File: src/rtl/execute_cycle.sv
// execute_cycle: RV32I execute stage with forwarding, ALU, branch resolution and the E/M register.
// Optional iterative multiplier (ALUControlE=1011) is built when EXECUTE_MUL_EN is defined.
module execute_cycle #(
    parameter int XLEN = 32
`ifdef EXECUTE_MUL_EN
    , parameter int MUL_CYC = 32
`endif
) (
    input  logic            clock,
    input  logic            reset,
    input  logic            RegWriteE,
    input  logic            ALUSrcE,
    input  logic            ALUSrcE_A,
    input  logic            MemWriteE,
    input  logic            JumpE,
    input  logic            PCTargetSrcE,
    input  logic [2:0]      BranchE,
    input  logic [1:0]      ResultSrcE,
    input  logic [3:0]      ALUControlE,
    input  logic [XLEN-1:0] RD1_E,
    input  logic [XLEN-1:0] RD2_E,
    input  logic [XLEN-1:0] Imm_Ext_E,
    input  logic [4:0]      RD_E,
    input  logic [XLEN-1:0] PCE,
    input  logic [XLEN-1:0] PCPlus4E,
    input  logic [1:0]      ForwardAE,
    input  logic [1:0]      ForwardBE,
    input  logic [XLEN-1:0] ResultW,
    output logic            PCSrcE,
    output logic [XLEN-1:0] PCTargetE,
    output logic            BusyE,
    output logic            RegWriteM,
    output logic            MemWriteM,
    output logic [1:0]      ResultSrcM,
    output logic [4:0]      RD_M,
    output logic [XLEN-1:0] ALUResultM,
    output logic [XLEN-1:0] WriteDataM,
    output logic [XLEN-1:0] PCPlus4M
);
    logic [XLEN-1:0] fwd_a, fwd_b, src_a, src_b, alu_res, mul_res, tgt_sum;
    logic            busy, taken, eq, lt, ltu;
    logic            rw_q, rw_d, mw_q, mw_d;
    logic [1:0]      rs_q, rs_d;
    logic [4:0]      rd_q, rd_d;
    logic [XLEN-1:0] alu_q, alu_d, wd_q, wd_d, pc4_q, pc4_d;

    // Forwarding muxes; encoding 11 falls back to the register file value
    always_comb begin
        fwd_a = ForwardAE == 2'b01 ? ResultW : ForwardAE == 2'b10 ? ALUResultM : RD1_E;
        fwd_b = ForwardBE == 2'b01 ? ResultW : ForwardBE == 2'b10 ? ALUResultM : RD2_E;
        src_a = ALUSrcE_A ? PCE : fwd_a;
        src_b = ALUSrcE ? Imm_Ext_E : fwd_b;
    end

    // ALU; unused encodings produce zero
    always_comb begin
        alu_res = '0;
        case (ALUControlE)
            4'b0000: alu_res = src_a + src_b;
            4'b0001: alu_res = src_a - src_b;
            4'b0010: alu_res = src_a & src_b;
            4'b0011: alu_res = src_a | src_b;
            4'b0100: alu_res = src_a ^ src_b;
            4'b0101: alu_res = {{(XLEN-1){1'b0}}, $signed(src_a) < $signed(src_b)};
            4'b0110: alu_res = {{(XLEN-1){1'b0}}, src_a < src_b};
            4'b0111: alu_res = src_a << src_b[4:0];
            4'b1000: alu_res = src_a >> src_b[4:0];
            4'b1001: alu_res = $signed(src_a) >>> src_b[4:0];
            4'b1010: alu_res = src_b;
            4'b1011: alu_res = mul_res;
            default: alu_res = '0;
        endcase
    end

    // Branch resolution compares forwarded register operands only, never the immediate
    always_comb begin
        eq    = fwd_a == fwd_b;
        lt    = $signed(fwd_a) < $signed(fwd_b);
        ltu   = fwd_a < fwd_b;
        taken = 1'b0;
        case (BranchE)
            3'b001:  taken = eq;
            3'b010:  taken = !eq;
            3'b011:  taken = lt;
            3'b100:  taken = !lt;
            3'b101:  taken = ltu;
            3'b110:  taken = !ltu;
            default: taken = 1'b0;
        endcase
        tgt_sum   = (PCTargetSrcE ? fwd_a : PCE) + Imm_Ext_E;
        PCTargetE = tgt_sum & ~{{(XLEN-1){1'b0}}, PCTargetSrcE};
        PCSrcE    = (JumpE | taken) & !busy;
        BusyE     = busy;
    end

`ifdef EXECUTE_MUL_EN
    localparam int CW = $clog2(MUL_CYC) + 1;
    typedef enum logic [1:0] {IDLE, BUSY, DONE} state_t;
    state_t          state_q, state_d;
    logic [CW-1:0]   cnt_q;
    logic [XLEN-1:0] ma_q, mb_q, prod_q;
    logic            is_mul;

    assign is_mul = ALUControlE == 4'b1011;

    // Multiplier FSM state register
    always_ff @(posedge clock) begin
        if (reset) state_q <= IDLE;
        else       state_q <= state_d;
    end

    // Multiplier FSM next state: DONE always returns to IDLE so the product is written once
    always_comb begin
        state_d = state_q;
        case (state_q)
            IDLE:    state_d = is_mul ? BUSY : IDLE;
            BUSY:    state_d = cnt_q == CW'(MUL_CYC - 1) ? DONE : BUSY;
            DONE:    state_d = IDLE;
            default: state_d = IDLE;
        endcase
    end

    // Multiplier FSM outputs: stall from issue through the last iteration
    always_comb begin
        busy    = (state_q == IDLE && is_mul) || state_q == BUSY;
        mul_res = prod_q;
    end

    // Shift-add datapath; operands are latched at issue so forwarding changes during the stall are ignored
    always_ff @(posedge clock) begin
        if (reset) begin
            cnt_q  <= '0;
            ma_q   <= '0;
            mb_q   <= '0;
            prod_q <= '0;
        end else if (state_q == IDLE && is_mul) begin
            cnt_q  <= '0;
            ma_q   <= src_a;
            mb_q   <= src_b;
            prod_q <= '0;
        end else if (state_q == BUSY) begin
            cnt_q  <= cnt_q + CW'(1);
            ma_q   <= ma_q << 1;
            mb_q   <= mb_q >> 1;
            prod_q <= mb_q[0] ? prod_q + ma_q : prod_q;
        end
    end
`else
    assign busy    = 1'b0;
    assign mul_res = '0;
`endif

    // E/M next state: a stall injects a bubble in the controls and holds the data fields
    always_comb begin
        rw_d  = RegWriteE & !busy;
        mw_d  = MemWriteE & !busy;
        rs_d  = busy ? 2'b00 : ResultSrcE;
        rd_d  = busy ? rd_q : RD_E;
        alu_d = busy ? alu_q : alu_res;
        wd_d  = busy ? wd_q : fwd_b;
        pc4_d = busy ? pc4_q : PCPlus4E;
    end

    // E/M pipeline register; reset clears everything
    always_ff @(posedge clock) begin
        if (reset) begin
            rw_q  <= 1'b0;
            mw_q  <= 1'b0;
            rs_q  <= '0;
            rd_q  <= '0;
            alu_q <= '0;
            wd_q  <= '0;
            pc4_q <= '0;
        end else begin
            rw_q  <= rw_d;
            mw_q  <= mw_d;
            rs_q  <= rs_d;
            rd_q  <= rd_d;
            alu_q <= alu_d;
            wd_q  <= wd_d;
            pc4_q <= pc4_d;
        end
    end

    assign RegWriteM  = rw_q;
    assign MemWriteM  = mw_q;
    assign ResultSrcM = rs_q;
    assign RD_M       = rd_q;
    assign ALUResultM = alu_q;
    assign WriteDataM = wd_q;
    assign PCPlus4M   = pc4_q;
endmodule

File: config.mk
export PLATFORM = sky130hd
export DESIGN_NAME = execute_cycle
export DESIGN_NICKNAME = d
export VERILOG_FILES = /design/src/rtl/execute_cycle.sv
export SDC_FILE = /design/constraint.sdc
export NUM_CORES = 1
export LEC_CHECK = 0
export BUFFER_PORTS_ARGS = -buffer_cell sky130_fd_sc_hd__buf_2
export CAP_MARGIN = 15
export CELL_PAD_IN_SITES_DETAIL_PLACEMENT = 1
export CELL_PAD_IN_SITES_GLOBAL_PLACEMENT = 1
export CORE_MARGIN = 1.5
export CORE_UTILIZATION = 34
export CTS_CLUSTER_DIAMETER = 100
export CTS_CLUSTER_SIZE = 28
export DETAILED_ROUTE_END_ITERATION = 8
export GPL_TIMING_DRIVEN = 0
export HOLD_SLACK_MARGIN = 0.02
export PLACE_DENSITY = 0.68
export SYNTH_ARGS = -nofsm -noshare
export SYNTH_HDL_FRONTEND = slang
export SYNTH_SLANG_ARGS = --single-unit
File: constraint.sdc
create_clock -name clock -period 14.8 [get_ports clock]
set_input_delay 1.48 -clock clock [delete_from_list [all_inputs] [get_ports clock]]
set_output_delay 1.48 -clock clock [all_outputs]
set_load 0.05 [all_outputs]
==> results.cfg <==
[critical_path]
ff2ff_path_depth = 19
arrival_ps = 9160
critPathLaunch = ForwardBE[0]
critical_path_class = in -> reg
crit-reg2reg-capture = ALUResultM[30]
critPathRequiredTime_ps = 14980
reg2reg_from = ALUResultM[2]
critical_path.max_fanout = 10
worstSetupStartpointType = input pin
r2r_slack_ps = 7710
critPathCaptureType = register

[timing]
slew_viol_final = 0
finalSetupViolCount = 0
slew_headroom_pct = 5.13
tightest_slew_ps = 1380
max_freq_mhz = 111
tns_ps = 0
final.setup.worst_slack_ps = 5820
fin_crit_sh_pct = 60.7
hold_violations = 0
rsz0062_at_grt = false
fin_skew_ps = 20.8
period_needed_ps = 8980
hold_ws_ps = 753

[clock_network]
clkTransAtPathRegs_ps = 90
cts-root-buf = clkbuf_16
cts_tree = built
clkSinkCount = 105
cts_hold_buf = 0
cts_buffers = 9
htree_levels = 3
clk_path_buf_depth = 2
post_cts_buffers = 0
clock_latency_ps = 390
cts-resized-gates = 0

[power]
p_clk_share_pct = 14.6
p_switching_w = 0.00110
leakagePower_nw = 9.12
sw_frac_of_total_pct = 57.2
power.internal_w = 0.000825
p_total_w = 0.00193
seqPwrFrac_pct = 16.5
power_density_mw_per_mm2 = 98.7
pwr-share-comb_pct = 68.8
ir_drop_mv = 0.0636

[yosys]
ys_seq_elements = 105
yosysWarnings = 0
ys_dominant_reg_cell = dfxtp_1
synth_cells = 2252
synth.net_count = 2629
synth_top_area_share_pct = 15.6
synth_edf_count = 0
synth_cell_types = 82
async_reset_ff_share_pct = 0
synthTopCellsByArea = mux2i_1, dfxtp_1, ha_1, a21oi_1, mux2_2
synth_top_area_cell = mux2i_1
syn-cell-area_mm2 = 0.0165
yosysSeqAreaShare_pct = 12.7
avgSynthCellArea_um2 = 7.34

[global_routing]
grt_max_degree = 21
grt_pass1_vias = 20500
antenna_found_initial = 5
overflow = 0
grt_pass1_wl_mm = 151
grt_use_total_pct = 42.1

[floorplanning]
die-area_mm2 = 0.0500
die_h_um = 224
die_x_um = 224
std_cell_rows = 80
core_area_mm2 = 0.0478
io_pins = 357
start_util_pct = 34.6

[worst_hold_path]
holdCritStartpoint = ALUResultM[1]
min_to = WriteDataM[1]
whs_path_depth = 3
min_path_type = reg -> reg

[drt]
vias = 20800
wl_mm = 109
avgViaCountPerCell = 6.41
wl_per_cell_um = 33.6
drtIter0Drc = 2261
drc = 0
drtAntennaViolNets = 0
first_pass_iters = 6

[finish]
nets = 2999
areaGrowthSynthToFinish_pct = 18.2
final_util_pct = 40.8
layout-drive-gt1-share_pct = 19.9

[place]
gp_congestion = 1.06
dp_hpwl_mm = 90.0
portBuffers = 347
dp_slack_ps = 5710

[job]
drv_cap = 0

[outcome]
status = finished clean
Yosys cell counts, types with 45 or more instances:
cell type / number
mux2i_1: 257
nor2_1: 214
a21oi_1: 211
nand2_1: 197
ha_1: 157
o21ai_0: 155
clkbuf_1: 111
dfxtp_1: 105
inv_1: 105
mux2_2: 88
nor2b_1: 49
xnor2_1: 45
through the flow:
stage,instance area [um2],instances
floorplan,16500,2252
global placement,19000,3214
detailed placement,19200,3225
CTS,19500,3241
global route,19500,3244
finish,19500,3244
per-layer routing:
layer | wire length [um] | vias to the layer above | GRT usage [%] | share of wire (%)
met5 | 9 | - | 0 | 0.0083
met4 | 7680 | 2 | 26.7 | 7.0
met3 | 9520 | 264 | 7.44 | 8.7
met2 | 48100 | 1251 | 66.5 | 44
met1 | 43600 | 10300 | 52.8 | 40
li1 | - | 8973 | - | -
power by group through the flow:
stage	sequential, W	clock (W)	combinational (W)
final	0.000319	0.000282	0.00133
after global routing	0.000320	0.000293	0.00138
after CTS	0.000318	0.000284	0.00128
after detailed placement	0.000324	0	0.00127
after floorplan	0.000389	0	0.000758
after global placement	0.000324	0	0.00125
cell usage in the layout, fill, tap and decap left out, types with 10 or more instances in the layout:
| cell type | instances |
|---|---|
| o21bai_1 | 23 |
| o211ai_1 | 24 |
| inv_1 | 105 |
| dfxtp_1 | 105 |
| a21oi_1 | 211 |
| buf_2 | 370 |
| nand2_1 | 197 |
| nand4_1 | 14 |
| a22oi_1 | 14 |
| a31oi_1 | 42 |
| o22ai_1 | 19 |
| nor3_1 | 28 |
| clkbuf_1 | 111 |
| mux2i_2 | 10 |
| xnor2_1 | 45 |
| mux2_2 | 88 |
| buf_6 | 13 |
| a211oi_1 | 26 |
| xor2_1 | 14 |
| o21ai_0 | 155 |
| ha_1 | 157 |
| nor4_1 | 10 |
| or3_1 | 11 |
| a221oi_1 | 29 |
| and3_1 | 10 |
| mux2i_1 | 250 |
| nor2b_1 | 49 |
| nor2_1 | 214 |
| o31ai_1 | 12 |
| buf_1 | 21 |
| nand2b_1 | 17 |
| o221ai_1 | 18 |
| nand3_1 | 32 |
| a21o_1 | 39 |
cells by family (layout without fill, tap and decap cells):
logic type | after synthesis | count (layout) | synth area share (%)
AO/OA/AOI/OAI | 693 | 693 | 26.7
AND/OR/NAND/NOR | 617 | 617 | 16.9
multiplexers | 350 | 350 | 22.0
buffers and inverters | 267 | 642 | 6.37
adder cells (fa/ha/maj) | 160 | 160 | 12.2
flip-flops | 105 | 105 | 12.7
XOR/XNOR | 59 | 59 | 3.13
other | 1 | 3 | 0.0227
state kept, by name, indices dropped and copies added (netlist names):
signal / cells
ALUResultM: 32
MemWriteM: 1
PCPlus4M: 32
RD_M: 5
RegWriteM: 1
ResultSrcM: 2
WriteDataM: 32
layout make-up:
cell class,count,area (um2)
timing repair buffer,359,1870
antenna,2,5.00
multi-input combinational,1880,13400
inverter,108,405
fill,6124,28300
clock inverter,7,92.6
buffer,159,648
clock buffer,9,225
sequential,105,2100
tap,615,769
worst max-delay path: stages:
cell,delay [ps]
buf_6,140
buf_2,370
buf_1,690
buf_1,770
buf_2,500
mux2i_1,240
nand2_1,60
o21ai_0,230
nor2_1,80
a21oi_1,420
inv_1,90
ha_1,300
buf_2,190
or4_1,590
nor3_1,240
or4b_4,550
a2111oi_4,470
nor2_4,130
o41ai_1,750
and3_1,330
or4_1,260
a31oi_1,250
worst max-delay path by stage:
| stage | end |
|---|---|
| after floorplan | PCTargetE[30] |
| after detailed placement | ALUResultM[0] |
| final | ALUResultM[0] |
| after global routing | ALUResultM[30] |
| after CTS | ALUResultM[0] |
| after global placement | ALUResultM[30] |
No activity file was read; power rests on OpenSTA's default activity.
